**src/rtl/fetch_queue_unit.sv**
```systemverilog
// Instruction-fetch front end: one-outstanding request/ack fetcher feeding a show-ahead PC/instruction queue.
// Optional counters fetch_stall_cnt/flush_cnt are built when FETCH_PERF_EN is defined.
module fetch_queue_unit #(
   parameter int ADDR_W   = 16,
   parameter int INSTR_W  = 16,
   parameter int DEPTH    = 4,
   parameter int PC_STEP  = 2,
   parameter int RESET_PC = 0
) (
   input  logic               clk,
   input  logic               rst_n,
   output logic               imem_req,
   output logic [ADDR_W-1:0]  imem_addr,
   input  logic               imem_ack,
   input  logic [INSTR_W-1:0] imem_data,
   input  logic               redirect,
   input  logic [ADDR_W-1:0]  redirect_pc,
   input  logic               hlt,
   output logic               dec_valid,
   output logic [INSTR_W-1:0] dec_instr,
   output logic [ADDR_W-1:0]  dec_pc,
   input  logic               dec_ready,
   output logic [ADDR_W-1:0]  pc,
   output logic               halted,
   output logic [1:0]         dbg_state
`ifdef FETCH_PERF_EN
   ,
   output logic [31:0]        fetch_stall_cnt,
   output logic [15:0]        flush_cnt
`endif
);

   localparam int PTR_W = $clog2(DEPTH);
   localparam int CNT_W = PTR_W + 1;

   // Handshakes: imem_req/imem_addr are held until the cycle imem_ack is seen (one outstanding);
   // a queue entry transfers to decode on any rising edge where dec_valid && dec_ready.
   typedef enum logic [1:0] {S_IDLE, S_REQ, S_DRAIN, S_HALT} state_t;

   state_t              state_q, state_d;
   logic [ADDR_W-1:0]   pc_q, pc_d, addr_q;
   logic                start_req, push, pop;
   logic [PTR_W-1:0]    wr_q, rd_q;
   logic [CNT_W-1:0]    count_q;
   logic [ADDR_W-1:0]   pc_mem    [DEPTH];
   logic [INSTR_W-1:0]  instr_mem [DEPTH];

   always_comb begin
      state_d   = state_q;
      start_req = 1'b0;
      push      = 1'b0;
      case (state_q)
         S_IDLE: begin
            if (hlt) begin
               state_d = S_HALT;
            end else if (!redirect && (count_q < CNT_W'(DEPTH))) begin
               state_d   = S_REQ;
               start_req = 1'b1;
            end
         end
         S_REQ: begin
            if (imem_ack) begin
               push    = !redirect;
               state_d = hlt ? S_HALT : S_IDLE;
            end else if (redirect) begin
               state_d = S_DRAIN;
            end
         end
         S_DRAIN: begin
            if (imem_ack) state_d = hlt ? S_HALT : S_IDLE;
         end
         S_HALT: begin
            if (!hlt) state_d = S_IDLE;
         end
         default: state_d = S_IDLE;
      endcase
   end

   // A redirect retargets pc immediately; an in-flight fetch keeps its own address in addr_q.
   always_comb begin
      pc_d = pc_q;
      if (redirect)  pc_d = redirect_pc;
      else if (push) pc_d = pc_q + ADDR_W'(PC_STEP);
   end

   assign pop = (count_q != '0) && dec_ready;

   always_ff @(posedge clk or negedge rst_n) begin
      if (!rst_n) begin
         state_q <= S_IDLE;
         pc_q    <= ADDR_W'(RESET_PC);
         addr_q  <= ADDR_W'(RESET_PC);
      end else begin
         state_q <= state_d;
         pc_q    <= pc_d;
         if (start_req) addr_q <= pc_q;
      end
   end

   always_ff @(posedge clk or negedge rst_n) begin
      if (!rst_n) begin
         wr_q    <= '0;
         rd_q    <= '0;
         count_q <= '0;
      end else if (redirect) begin
         wr_q    <= '0;
         rd_q    <= '0;
         count_q <= '0;
      end else begin
         if (push) wr_q <= wr_q + PTR_W'(1);
         if (pop)  rd_q <= rd_q + PTR_W'(1);
         case ({push, pop})
            2'b10:   count_q <= count_q + CNT_W'(1);
            2'b01:   count_q <= count_q - CNT_W'(1);
            default: count_q <= count_q;
         endcase
      end
   end

   always_ff @(posedge clk) begin
      if (push) begin
         pc_mem[wr_q]    <= pc_q;
         instr_mem[wr_q] <= imem_data;
      end
   end

   assign imem_req  = (state_q == S_REQ) || (state_q == S_DRAIN);
   assign imem_addr = addr_q;
   assign dec_valid = (count_q != '0);
   assign dec_instr = instr_mem[rd_q];
   assign dec_pc    = pc_mem[rd_q];
   assign pc        = pc_q;
   assign halted    = (state_q == S_HALT);
   assign dbg_state = state_q;

`ifdef FETCH_PERF_EN
   always_ff @(posedge clk or negedge rst_n) begin
      if (!rst_n) begin
         fetch_stall_cnt <= '0;
         flush_cnt       <= '0;
      end else begin
         if (dec_ready && !dec_valid && (state_q != S_HALT) && (fetch_stall_cnt != '1))
            fetch_stall_cnt <= fetch_stall_cnt + 32'd1;
         if (redirect && (flush_cnt != '1))
            flush_cnt <= flush_cnt + 16'd1;
      end
   end
`endif

endmodule

```
**config.mk**
```make
export PLATFORM = sky130hd
export DESIGN_NAME = fetch_queue_unit
export DESIGN_NICKNAME = d
export VERILOG_FILES = /design/src/rtl/fetch_queue_unit.sv
export SDC_FILE = /design/constraint.sdc
export NUM_CORES = 1
export LEC_CHECK = 0
export CAP_MARGIN = 10
export CORE_ASPECT_RATIO = 0.7
export CORE_MARGIN = 3
export CORE_UTILIZATION = 57
export DETAILED_ROUTE_END_ITERATION = 8
export HOLD_SLACK_MARGIN = 0.12
export PLACE_DENSITY = 0.84
export SLEW_MARGIN = 30
export SYNTH_ARGS = -nofsm -noshare
export SYNTH_HDL_FRONTEND = slang
export SYNTH_SLANG_ARGS = --single-unit
```
**constraint.sdc**
```tcl
create_clock -name clk -period 4.6 [get_ports clk]
set_input_delay 0.92 -clock clk [delete_from_list [all_inputs] [get_ports clk]]
set_output_delay 0.92 -clock clk [all_outputs]
set_load 0.02 [all_outputs]
```
==> impl_metrics.yaml, run 1 <==
timing:
  finalSetupViolCount: 0
  relSlewSlack: 0.421
  min_period_ns: 3.67
  finalCritPeriodShare: 0.797
  slew_viol_final: 0
  rsz0062_at_grt: "false"
  fmax_ghz: 0.273
  setup_ws_ns: 0.933
  hold_viol_final: 0
  worstMarginPinSlew_ns: 0.868
  finClkSkew_ns: 0.00709
  fin_setup_tns_ns: 0
setup_path:
  path_max_fanout: 22
  startpoint_type: "register"
  reg2reg_depth: 4
  worstReg2RegStart: "dbg_state[1]"
  r2r-end: "instr_mem[1][0]"
  critPathRequiredTime_ns: 3.68
  cp.arrival_ns: 2.75
  crit_type: "register to output port"
  r2r_slack_ns: 2.11
  endpoint_kind: "output port"
clocking:
  numCtsBuffers: 17
  cts_root_buffer: "clkbuf_16"
  cts_tree: "yes"
  insertion_delay_ns: 0.42
  cts.sinks: 169
  cts.path.max_buffers: 2
  cts_setup_buffers: 0
  cts_resized: 0
  htree_levels: 4
  clkTransAtPathRegs_ns: 0.07
  cts_hold_repair.buffers: 0
drt:
  drt_wl_total_mm: 14.4
  drt_iter0_markers: 299
  avgViaCountPerCell: 5.81
  vias: 3739
  drt_pass1_iterations: 4
  antenna_left: 0
  wire_per_inst_um: 22.4
  drcViolationCount: 0
synthesis:
  ys_ff_latch: 169
  syn_inst: 364
  yosysWarnings: 0
  syn_nets: 412
  ys_seq_area_frac: 0.728
  syn_area_mm2: 0.00669
  syn_area_per_cell_um2: 18.4
  synth.distinct_cells: 33
job:
  maxCapViolCount: 0
placement:
  gp_congestion: 0.761
  hpwl_mm: 8.74
  port_buffers: 106
  place_ws_ns: 1.34
  dpl.cell_count: 611
min_path:
  hp-class: "input port to asynchronous set/reset pin"
finish:
  mostFrequentLayoutCell: "edfxtp_1"
  area_growth_pct: 27.1
  layout-drive-gt1-share: 0.194
  diodes: 0
  final_cell_mix: "edfxtp_1, clkdlybuf4s50_1, dfrtp_1, mux4_2, nand2_1"
  fin_nets: 525
  fin_cells: 643
  nFillCells: 629
outcome:
  status: "finished clean"
global_route:
  track_usage: 0.233
  grt_pass1_wl_mm: 22.7
  grt_overflow_total: 0
  antenna_found_initial: 0
  grt_max_degree: 42
  grt_pass1_vias: 3856
floorplan:
  core_mm2: 0.0112
  row_count: 32
  start_util: 0.596
  die_y_um: 96.6
  die_x_um: 135
  num_io_pins: 107
  die_area_mm2: 0.0131
power_and_ir_drop:
  p_per_area_mw_per_mm2: 556
  vdd_ir_drop_max_mv: 0.422
  p_leak_nw: 2.92
## synth_stat cells
cell type    n  area, µm²
a31oi_1      1       6.26
fa_1         1       20.0
nor3_1       6       30.0
xor2_1       4       35.0
nor4b_2      1       15.0
and2_2       1       7.51
o31ai_1      1       7.51
o221ai_1     1       8.76
o21a_1       1       7.51
nor3b_1      2       15.0
or3_1        2       12.5
buf_2        5       25.0
and2_1       1       6.26
o21ai_0     17       85.1
mux4_2      32        721
ha_1         9        113
nand4_1      4       25.0
edfxtp_1   128       3840
nand2_1     21       78.8
dfrtp_1     41       1030
nor4_1       5       31.3
nand3_1      6       30.0
a21oi_1      3       15.0
a221o_1      2       20.0
and3_1       5       31.3
or4_1        1       7.51
mux2i_1      3       30.0
nor2_1      13       48.8
nand4_4      1       21.3
clkbuf_1    10       37.5
xnor2_1     11       96.3
inv_1        7       26.3
mux2_2      18        203
## stage by stage
| step | hold WS (ns) | cell area [µm²] | power, mW | util |
|---|---|---|---|---|
| after floorplan | 0.543 | 6690 | 2.76 | - |
| after global placement | 0.491 | 7900 | 3.32 | 0.705 |
| after detailed placement | 0.495 | 7910 | 3.37 | 0.706 |
| after CTS | 0.510 | 8490 | 4.76 | 0.758 |
| after global routing | 0.519 | 8500 | 4.92 | 0.758 |
| final | 0.481 | 8500 | 4.72 | 0.758 |
## worst max-delay path by stage
stage / startpoint / end / slack [ns] / depth (start not counted)
6_report: rd_q[0] / dec_instr[6] / 0.93 / 3
5_1_grt: rd_q[0] / dec_instr[6] / 0.76 / 3
4_1_cts: rd_q[0] / dec_instr[6] / 0.84 / 3
3_5_place_dp: rd_q[0] / dec_pc[3] / 1.34 / 3
3_3_place_gp: rd_q[0] / dec_pc[4] / 1.38 / 3
2_1_floorplan: imem_ack / instr_mem[0][0] / 1.90 / 4
## registers in the layout (all words and copies together), names as in the netlist
register / count
instr_mem: 64
pc_mem: 64
imem_addr: 16
pc: 16
count_q: 3
dbg_state: 2
rd_q: 2
wr_q: 2
## cells by family after synthesis
family,share of synthesized area
xor+xnor,0.0196
buf+inv,0.0133
flops,0.728
fa+ha+maj,0.0198
simple gates,0.0539
compound gates,0.0225
mux,0.143
## metal layers
metal  vias to the layer above  GRT usage  part of all wire
met5                         -          0                 0
met2                       143      0.364              0.49
met1                      1920      0.339              0.42
li1                       1656          -                 -
met3                        20     0.0494             0.072
met4                         0     0.0697             0.014
## layout make-up
| type | instances | area, µm² | area share |
|---|---|---|---|
| Sequential cell | 169 | 4870 | 0.573 |
| Multi-Input combinational cell | 173 | 1740 | 0.205 |
| Timing Repair Buffer | 109 | 1080 | 0.127 |
| Clock buffer | 20 | 467 | 0.0549 |
| Tap cell | 153 | 191 | 0.0225 |
| Clock inverter | 12 | 116 | 0.0137 |
| Inverter | 7 | 26.3 | 0.00309 |
## critical path, cell delays in order, from the launching register on
cell and delay, ns:
dfrtp_2 0.65, buf_4 0.50, mux4_2 0.61, clkdlybuf4s50_1 0.56
## report_power, final
| group | leakage, nW | total [mW] | internal (mW) | switching, mW |
|---|---|---|---|---|
| Combinational | 0.973 | 1.35 | 0.699 | 0.652 |
| Clock | 0.283 | 1.38 | 0.794 | 0.584 |
| Sequential | 1.66 | 1.99 | 1.81 | 0.177 |
(Power assumes the default switching activity.)
==> inputs of run 2 (changes only) <==
Settings changed: CORE_UTILIZATION 57 to 48, PLACE_DENSITY 0.84 to 0.76.
Clock period 4.6 ns to 3 ns, I/O delays scaled along.
==> run 2 against run 1 <==
Hold slack lost 0.32 ns. Core utilization shrank 11 points. Wire length shrank 4.5%. Flip-flop and latch count is the same. Register-to-register slack lost 1.4 ns. Sequential share of layout area shrank 1.0 points.
==> impl_metrics.yaml, run 2 (synthesis gave the netlist of run 1 again) <==
outcome:
  status: "finished clean"
clocking:
  insertion_delay_ns: 0.41
  htree_levels: 4
  cts_tree: "yes"
  cts.path.max_buffers: 2
  cts_root_buffer: "clkbuf_16"
  cts.sinks: 169
  clkTransAtPathRegs_ns: 0.06
  cts_hold_repair.buffers: 0
  numCtsBuffers: 17
power_and_ir_drop:
  p_per_area_mw_per_mm2: 840
  vdd_ir_drop_max_mv: 0.501
  p_leak_nw: 2.99
drt:
  drt_pass1_iterations: 4
  wl_met2_mm: 6.82
  wl_met1_mm: 5.93
  wire_per_inst_um: 20.0
  top_layer: "met4"
  drt_iter0_markers: 303
  drcViolationCount: 0
  dr_wl_met3_um: 764
  avgViaCountPerCell: 5.40
  vias: 3706
  antenna_left: 0
  drt_wl_total_mm: 13.7
finish:
  top_regs: "instr_mem: 64 flops, pc_mem: 64 flops"
  final_cell_mix: "edfxtp_1, clkdlybuf4s50_1, dfrtp_1, mux4_2, nand2_1"
  fin_nets: 536
  layout-drive-gt1-share: 0.210
  area_growth_pct: 29.4
  fin_cells: 686
  mostFrequentLayoutCell: "edfxtp_1"
  final_cell_area_mm2: 0.00865
  diodes: 0
floorplan:
  die_area_mm2: 0.0154
  die_y_um: 105
  die_x_um: 147
  core_mm2: 0.0134
  start_util: 0.499
  row_count: 35
  num_io_pins: 107
setup_path:
  cp.arrival_ns: 2.22
  cp_slowest_stage_delay_ns: 0.57
  endpoint_kind: "output port"
  cp_slowest_cell: "mux4_2"
  cp_top_family: "buffers and inverters"
  crit_buf_inv: 2
  path_max_fanout: 16
  crit_start: "rd_q[0]"
  crit_chain: "buf_4, mux4_2, clkdlybuf4s50_1"
  cp_num_cells: 3
  worstReg2RegStart: "pc[1]"
  critPathRequiredTime_ns: 2.40
  crit_type: "register to output port"
  r2r-end: "pc[15]"
  reg2reg_depth: 5
  crit_end: "dec_pc[7]"
  r2r_slack_ns: 0.71
  startpoint_type: "register"
placement:
  dpl.cell_count: 654
  place_ws_ns: 0.321
  place_area_mm2: 0.00806
  port_buffers: 106
  gp_congestion: 0.762
  hpwl_mm: 8.99
timing:
  slew_viol_final: 0
  fin_setup_tns_ns: 0
  min_period_ns: 2.82
  setup_ws_ns: 0.185
  hold_viol_final: 0
  finalSetupViolCount: 0
  fmax_ghz: 0.355
  worstMarginPinSlew_ns: 0.746
  relSlewSlack: 0.499
  rsz0062_at_grt: "false"
  finClkSkew_ns: 0.0129
  finalCritPeriodShare: 0.938
global_route:
  antenna_found_initial: 0
  grt_overflow_total: 0
  track_usage: 0.185
  grt_pass1_wl_mm: 21.3
  grt_pass1_vias: 3820
  grt_max_degree: 42
min_path:
  hp-class: "input port to asynchronous set/reset pin"
job:
  maxCapViolCount: 0
==> run 2: cell types whose count changed in the layout (fill, tap and decap cells not counted) <==
cell,change
bufinv_16,+1
clkbuf_1,+1
clkbuf_8,-2
buf_6,+1
clkinvlp_4,-1
buf_4,+8
inv_6,+1
buf_12,+2
clkinv_4,-1
clkinv_2,+1
==> run 2: what timing repair did <==
| item | CTS | global route |
|---|---|---|
| resized for setup | 0 | 1 |
| buffers inserted | 0 | 0 |
| setup endpoints to repair | 0 | 1 |
==> run 2: worst min path at each step <==
stage               depth (start not counted)       endpoint     startpoint  slack (ns)
detailed placement                          1  imem_addr[12]  imem_addr[12]        0.50
global route                                1   dbg_state[0]          rst_n        0.20
CTS                                         1   imem_addr[7]          rst_n        0.18
global placement                            1  imem_addr[15]  imem_addr[15]        0.49
floorplan                                   0     count_q[0]          rst_n        0.30
finish                                      1   dbg_state[1]          rst_n        0.17
==> run 2: power by group <==
group,internal [mW],switching (mW)
Combinational,1.10,1.05
Sequential,2.78,0.212
Clock,1.26,0.875
Total,5.14,2.13
==> run 2: through the flow <==
step	hold WS (ns)	utilization	total power, mW
after floorplan	0.304	-	4.23
after global placement	0.489	0.601	5.14
after detailed placement	0.495	0.601	5.20
after CTS	0.181	0.645	7.34
after global routing	0.204	0.646	7.59
final	0.166	0.646	7.27
==> run 2: per-layer routing <==
layer	global-route usage	up-vias
met5	0	-
met4	0.0598	0
met3	0.0490	14
met2	0.294	119
met1	0.253	1899
li1	-	1674
==> run 2: layout make-up <==
| class | count | area (µm²) |
|---|---|---|
| Clock inverter | 13 | 144 |
| Tap cell | 185 | 231 |
| Fill cell | 955 | 4750 |
| Multi-Input combinational cell | 173 | 1740 |
| Sequential cell | 169 | 4870 |
| Timing Repair Buffer | 120 | 1190 |
| Inverter | 7 | 26.3 |
| Clock buffer | 19 | 443 |
==> inputs of run 3 (changes only) <==
Settings changed: CORE_MARGIN 3 to 2.
==> run 3 against run 2 <==
Non-clock buffer count shrank 3. Fmax decreased by 3.0%. Combinational power about the same. Sequential power barely moved. Core utilization decreased by 1.1 points. Wire length is 0.42% higher. Worst setup slack lost 0.086 ns. Critical path type unchanged. Via count rose by 0.19%. Critical path depth did not move. Sequential share of layout area shrank 0.55 points. Total power increased by 2.7%. First-iteration DRC count shrank 4.0%. Largest cell class unchanged.
==> impl_metrics.yaml, run 3 (synthesis gave the netlist of run 1 again) <==
clocking:
  cts.sinks: 169
  cts_setup_buffers: 0
  cts_hold_repair.buffers: 0
  clkTransAtPathRegs_ns: 0.07
  cts_tree: "yes"
  htree_levels: 4
  cts_root_buffer: "clkbuf_16"
  cts.path.max_buffers: 2
  numCtsBuffers: 17
  insertion_delay_ns: 0.42
drt:
  avgViaCountPerCell: 5.40
  vias: 3713
  wire_per_inst_um: 20.0
  drt_iter0_markers: 291
  drt_pass1_iterations: 5
  drt_wl_total_mm: 13.8
  drcViolationCount: 0
  antenna_left: 0
timing:
  rsz0062_at_grt: "false"
  hold_viol_final: 0
  finalCritPeriodShare: 0.967
  slew_viol_final: 0
  finClkSkew_ns: 0.0140
  min_period_ns: 2.90
  fin_setup_tns_ns: 0
  setup_ws_ns: 0.0982
  finalSetupViolCount: 0
  worstMarginPinSlew_ns: 0.675
  relSlewSlack: 0.546
  fin_hold_ws_ns: 0.164
  fmax_ghz: 0.345
finish:
  fin_nets: 533
  top_regs: "instr_mem: 64 flops, pc_mem: 64 flops"
  layout-drive-gt1-share: 0.205
  final_cell_mix: "edfxtp_1, clkdlybuf4s50_1, dfrtp_1, mux4_2, nand2_1"
  diodes: 0
  area_growth_pct: 30.7
  mostFrequentLayoutCell: "edfxtp_1"
setup_path:
  r2r_slack_ns: 0.66
  startpoint_type: "register"
  worstReg2RegStart: "dbg_state[1]"
  path_max_fanout: 14
  crit_type: "register to output port"
  endpoint_kind: "output port"
  critPathRequiredTime_ns: 2.40
  cp.arrival_ns: 2.30
  reg2reg_depth: 8
  r2r-end: "count_q[2]"
floorplan:
  start_util: 0.485
  row_count: 36
  core_mm2: 0.0138
  die_y_um: 103
  die_area_mm2: 0.0149
  die_x_um: 145
  num_io_pins: 107
global_route:
  grt_max_degree: 42
  grt_pass1_wl_mm: 21.2
  antenna_found_initial: 0
  grt_pass1_vias: 3842
  track_usage: 0.191
  grt_overflow_total: 0
power_and_ir_drop:
  p_leak_nw: 3.01
  vdd_ir_drop_max_mv: 0.597
  p_per_area_mw_per_mm2: 854
job:
  maxCapViolCount: 0
placement:
  gp_congestion: 0.787
  port_buffers: 106
  place_ws_ns: 0.333
  hpwl_mm: 8.40
outcome:
  status: "finished clean"
min_path:
  hp-class: "input port to asynchronous set/reset pin"
[run 3: stage by stage]
stage / std cells / power, mW / area (µm²) / util
final: 688 / 7.47 / 8740 / 0.634
after global placement: 655 / 5.16 / 8080 / 0.587
after CTS: 687 / 7.50 / 8710 / 0.632
after floorplan: 364 / 4.23 / 6690 / -
after global routing: 688 / 7.79 / 8740 / 0.634
after detailed placement: 655 / 5.20 / 8080 / 0.587
[run 3: repair_timing]
item	in CTS	in global routing
endpoints found under the setup margin	1	27
gates cloned	0	1
resized for setup	1	1
[run 3: worst max-delay path by stage]
stage                             from               to  slack (ns)  cells past startpoint
after floorplan           dbg_state[1]  instr_mem[0][0]        0.35                      6
after global placement        imem_ack       count_q[2]        0.40                      7
after detailed placement      imem_ack       count_q[2]        0.33                      7
after CTS                      rd_q[0]       dec_pc[12]       0.003                      3
after global routing           rd_q[0]        dec_pc[1]        0.02                      3
final                          rd_q[0]       dec_pc[14]         0.1                      3
[run 3: metal layers]
metal	wire length (µm)	share of wire	GRT usage
met1	6220	0.45	0.256
met3	974	0.071	0.0597
met2	6520	0.47	0.313
met5	0	0	0
met4	60	0.0044	0.0505
[run 3: critical path, stage by stage (launching register included)]
cell and delay [ns]:
dfrtp_4 0.54, clkbuf_16 0.25, mux4_2 0.53, clkdlybuf4s50_1 0.55
[run 3: final cells by class]
class                   count  area [µm²]
fillers                   969        5040
flip-flops and latches    169        4870
multi-input cells         173        1740
repair buffers            117        1230
clock buffers              18         429
well taps                 190         238
clock inverters            14         199
inverters                   7        26.3
[run 3: where the power goes]
part | internal (mW) | switching (mW) | leakage [nW] | total (mW)
combinational | 1.13 | 1.03 | 1.04 | 2.16
clock | 1.35 | 0.938 | 0.307 | 2.29
sequential | 2.78 | 0.239 | 1.66 | 3.02
total | 5.26 | 2.21 | 3.01 | 7.47
==> edit 1 (settings of run 3) <==
The option `FETCH_PERF_EN` is turned on by a define.
--- a/src/rtl/fetch_queue_unit.sv
+++ b/src/rtl/fetch_queue_unit.sv
@@ -1,5 +1,7 @@
 // Instruction-fetch front end: one-outstanding request/ack fetcher feeding a show-ahead PC/instruction queue.
 // Optional counters fetch_stall_cnt/flush_cnt are built when FETCH_PERF_EN is defined.
+`define FETCH_PERF_EN
+
 module fetch_queue_unit #(
    parameter int ADDR_W   = 16,
    parameter int INSTR_W  = 16,
Function (old outputs only; new: fetch_stall_cnt and flush_cnt): kept (Yosys induction, for registers that start in step).
==> edit 1 against run 3 <==
Area after synthesis up 35%. Fmax up 1.1%. Sequential cell count up 48. Worst setup slack better by 0.032 ns. Wire length up 47%. Design area up 34%. Power up 27%. Clock power up 23%. Clock skew down 0.0039 ns. Register-to-register slack worse by 0.15 ns. Critical path depth unchanged. Combinational power up 31%.
==> edit 1: results (changes against run 3) <==
cells_and_area:
  drive_above_1_share: 0.152  # -0.0531
  fillers: 1273  # +31%
  reg_top3: "instr_mem (64), pc_mem (64), fetch_stall_cnt (32)"
  final_net_count: 807  # +51%
  finalNonFillerCells: 1007  # +46%
worst_setup_path:
  r2r_slack_ns: 0.51  # -0.15 ns
  rr_worst_depth: 7  # -1
  cp.arrival_ns: 2.27  # -0.03 ns
  crit_path_start: "rd_q[1]$_DFFE_PN0P_"
  crit_fanout: 27  # +13
  endpoint: "dec_pc[10]"
placement:
  finalWeightedCongestion: 0.914  # +16%
  dp_cells: 970  # +48%
  io_buffers: 154  # +45%
  place_hpwl_um: 13400  # +59%
routing:
  routed_wl_um: 20200  # +47%
  routedLengthMet1_um: 9260  # +49%
  met2RoutedLength_um: 9180  # +41%
  wl_met3_um: 1420  # +46%
clocking:
  cts_buffers: 21  # +4
  worstSkewPairLatency_ns: 0.49  # +0.07 ns
  cts_resized: 0  # -1
  htreeDepth: 1  # -3
  path_clk_slew_ns: 0.06
  clk_path_buf_depth: 3  # +1
power:
  vdd_drop_max_uv: 609  # +1.9%
  leakage_nw: 4.32  # +43%
sta:
  finalClockSkew_ns: 0.0100  # -0.00394 ns
  relSlewSlack: 0.450  # -0.0959
  whs_ns: 0.206  # +0.0416 ns
synthesis:
  syn_inst: 586  # +61%
  synth.net_count: 636  # +54%
  synth_area_leaders: "edfxtp_1 (43%), dfrtp_1 (25%), mux4_2 (8.0%)"
  async_flop_share: 0.410  # +0.168
  netlist_top_cells_count: "edfxtp_1 (128), dfrtp_1 (89), nand2_1 (42), nor2_1 (35)"
grt:
  antenna_found_initial: 0  # unchanged
  first_global_vias: 5688  # +48%
  grt_pass1_wl_um: 32500  # +54%
  grt_use_total: 0.207  # +0.0152
outcome:
  status: "finished clean"
-- edit 1: cell count changes after synthesis, moves of 8 or more --
cell	run 3	this run
dfrtp_1	41	89
nand4_1	4	15
and4_1	0	8
xor2_1	4	27
nor2_1	13	35
nand2_1	21	42
nand3_1	6	21
xnor2_1	11	32
nor3_1	6	15
-- edit 1: logic make-up (layout without fill, tap and decap cells) --
logic type	Yosys count	count (layout)	synth area share
simple gates	169	169	0.0981
compound gates	44	44	0.0329
xor+xnor	59	59	0.0574
mux	54	54	0.107
fa+ha+maj	12	12	0.0175
buf+inv	31	216	0.0131
flops	217	217	0.674
-- edit 1: worst max-delay path, cell delays in order, from the launching register on --
cell and delay (ns):
dfrtp_1 0.58, buf_12 0.25, mux4_2 0.37, clkdlybuf4s50_1 0.57
-- edit 1: per-layer routing --
metal / up-vias / GRT usage
li1: 2536 / -
met1: 2853 / 0.309
met2: 221 / 0.315
met3: 25 / 0.0459
met4: 0 / 0.0402
met5: - / 0
-- edit 1: power breakdown --
group          total [W]  switching [W]  internal, W
clock            0.00281        0.00109      0.00173
combinational    0.00283        0.00142      0.00142
sequential       0.00385       0.000331      0.00352
total            0.00950        0.00283      0.00666
-- edit 1: final cells by class --
class	instances	area share
Clock inverter	10	0.0129
Timing Repair Buffer	167	0.147
Multi-Input combinational cell	338	0.242
Inverter	12	0.00385
Tap cell	236	0.0252
Clock buffer	27	0.0502
Sequential cell	217	0.519
-- edit 1: through the flow --
| step | setup WS, ns | util |
|---|---|---|
| floorplan | 0.291 | - |
| global placement | 0.454 | 0.602 |
| detailed placement | 0.407 | 0.602 |
| CTS | 0.106 | 0.643 |
| global route | 0.0672 | 0.643 |
| finish | 0.130 | 0.643 |
==> edit 2 (flow settings as in run 3) <==
Made on the original files. Put one more register stage on the output `dbg_state`, with the module's reset. The value now appears one clock later. The other outputs are not delayed to match.
--- a/src/rtl/fetch_queue_unit.sv
+++ b/src/rtl/fetch_queue_unit.sv
@@ -131,7 +131,13 @@
    assign dec_pc    = pc_mem[rd_q];
    assign pc        = pc_q;
    assign halted    = (state_q == S_HALT);
-   assign dbg_state = state_q;
+   always_ff @(posedge clk or negedge rst_n) begin
+      if (!rst_n) begin
+         dbg_state <= '0;
+      end else begin
+         dbg_state <= state_q;
+      end
+   end
 
 `ifdef FETCH_PERF_EN
    always_ff @(posedge clk or negedge rst_n) begin
Check against the original RTL: not equivalent (Yosys sat finds a counterexample within 4 cycles, from zero or initial values and one cycle with rst_n low).
==> edit 2 against run 3 <==
Global-route usage is 0.69 points higher. Area after synthesis is 0.75% higher. Sequential cell count grew 2. Combinational power hardly changed. Clock skew down 0.0048 ns. Largest cell class unchanged. Worst hold slack got worse by 0.011 ns. Die area rose by 0.73%. Worst setup slack gained 0.039 ns. Power down 0.55%. Synthesized cell count up 0.55%. Wire length is 0.86% lower. Design area barely moved.
==> edit 2: results (changes against run 3) <==
synthesis:
  synth.net_count: 414  # +0.49%
  ys.warnings.count: 0  # unchanged
  async_flop_share: 0.251  # +0.00886
  netlist_top_cells_count: "edfxtp_1 (128), dfrtp_1 (43), mux4_2 (32), nand2_1 (21), mux2_2 (18)"
  synth_area_leaders: "edfxtp_1 (57%), dfrtp_1 (16%), mux4_2 (11%)"
  yosysSeqAreaShare: 0.730  # +0.00202
  synth.avg_cell_area_um2: 18.4  # +0.20%
routing:
  routedLengthMet1_um: 6310  # +1.3%
  met2RoutedLength_um: 6220  # -4.6%
  drt_iter0_drc: 228  # -22%
  wl_met3_um: 983  # +0.92%
  vias: 3688  # -0.67%
  wire_per_inst_um: 19.8  # -1.0%
clocking:
  clk_path_buf_depth: 2  # unchanged
  cts_resized: 0  # -1
  post-cts-setup-buffers: 0  # unchanged
  worstSkewPairLatency_ns: 0.43
worst_setup_path:
  cp.arrival_ns: 2.26  # -0.04 ns
  crit_fanout: 12  # -2
cells_and_area:
  num_antenna_cells: 0  # unchanged
  finalNonFillerCells: 689  # +0.15%
  drive_above_1_share: 0.200  # -0.00442
  reg_top3: "instr_mem (64), pc_mem (64)"
  final_net_count: 534  # +0.19%
placement:
  placed_area_um2: 8130  # +0.62%
  io_buffers: 106  # unchanged
  dp_cells: 657  # +0.31%
  place_hpwl_um: 8810  # +4.8%
  pre_cts_ws_ns: 0.334  # +0.00107 ns
  finalWeightedCongestion: 0.798  # +1.4%
sta:
  relSlewSlack: 0.543  # -0.00314
  finalClockSkew_ns: 0.00918  # -0.00478 ns
grt:
  grt_use_total: 0.198  # +0.00687
  grt_max_degree: 44  # +4.8%
  use_met2: 0.299  # -0.0142
  grt_pass1_wl_um: 21800  # +3.1%
  met3_usage: 0.0699  # +0.0102
  first_global_vias: 3829  # -0.34%
  grt_util_met1: 0.278  # +0.0221
outcome:
  status: "finished clean"
power:
  leakage_nw: 3.00  # -0.22%
  vdd_drop_max_uv: 528  # -12%
==> edit 2: worst paths after layout <==
path,startpoint,to,cells after the start,slack (ns)
worst max-delay path,rd_q[0]$_DFFE_PN0P_,dec_pc[8],3,0.14
worst min-delay path,rst_n,dbg_state[1]$_DFF_PN0_,1,0.15
worst max register to register,state_q[1]$_DFFE_PN0P_,count_q[2]$_DFFE_PN0P_,8,0.72
worst min register to register,state_q[0]$_DFFE_PN0P_,dbg_state[0]$_DFF_PN0_,0,0.46
max in group asynchronous,rst_n,rd_q[1]$_DFFE_PN0P_,1,2.44
min in group clk,state_q[0]$_DFFE_PN0P_,dbg_state[0]$_DFF_PN0_,0,0.46
==> edit 2: final cells by class <==
| cell class | count | area [um^2] |
|---|---|---|
| fill | 974 | 5090 |
| tap | 190 | 238 |
| timing repair buffer | 116 | 1210 |
| sequential | 171 | 4920 |
| inverter | 7 | 26.3 |
| clock buffer | 18 | 429 |
| multi-input combinational | 173 | 1740 |
| clock inverter | 14 | 168 |
==> edit 2: report_power, final <==
group	internal (W)	switching (W)
clock network	0.00131	0.000906
registers	0.00282	0.000228
logic	0.00111	0.00105
total	0.00524	0.00218
==> edit 2: logic make-up (layout without fill, tap and decap cells) <==
family | Yosys count | in the layout | share of synthesized area
DFF | 171 | 171 | 0.730
buffers and inverters | 22 | 155 | 0.0132
xor gates and xnor gates | 15 | 15 | 0.0195
adders and majority gates | 10 | 10 | 0.0197
muxes | 53 | 53 | 0.142
AOI/OAI and AO/OA | 26 | 26 | 0.0223
and+or+nand+nor | 69 | 69 | 0.0535
==> edit 2: critical path, stage by stage, from the launching register on <==
cell	delay, ns
dfrtp_2	0.42
buf_4	0.28
mux4_2	0.55
clkdlybuf4s50_1	0.58
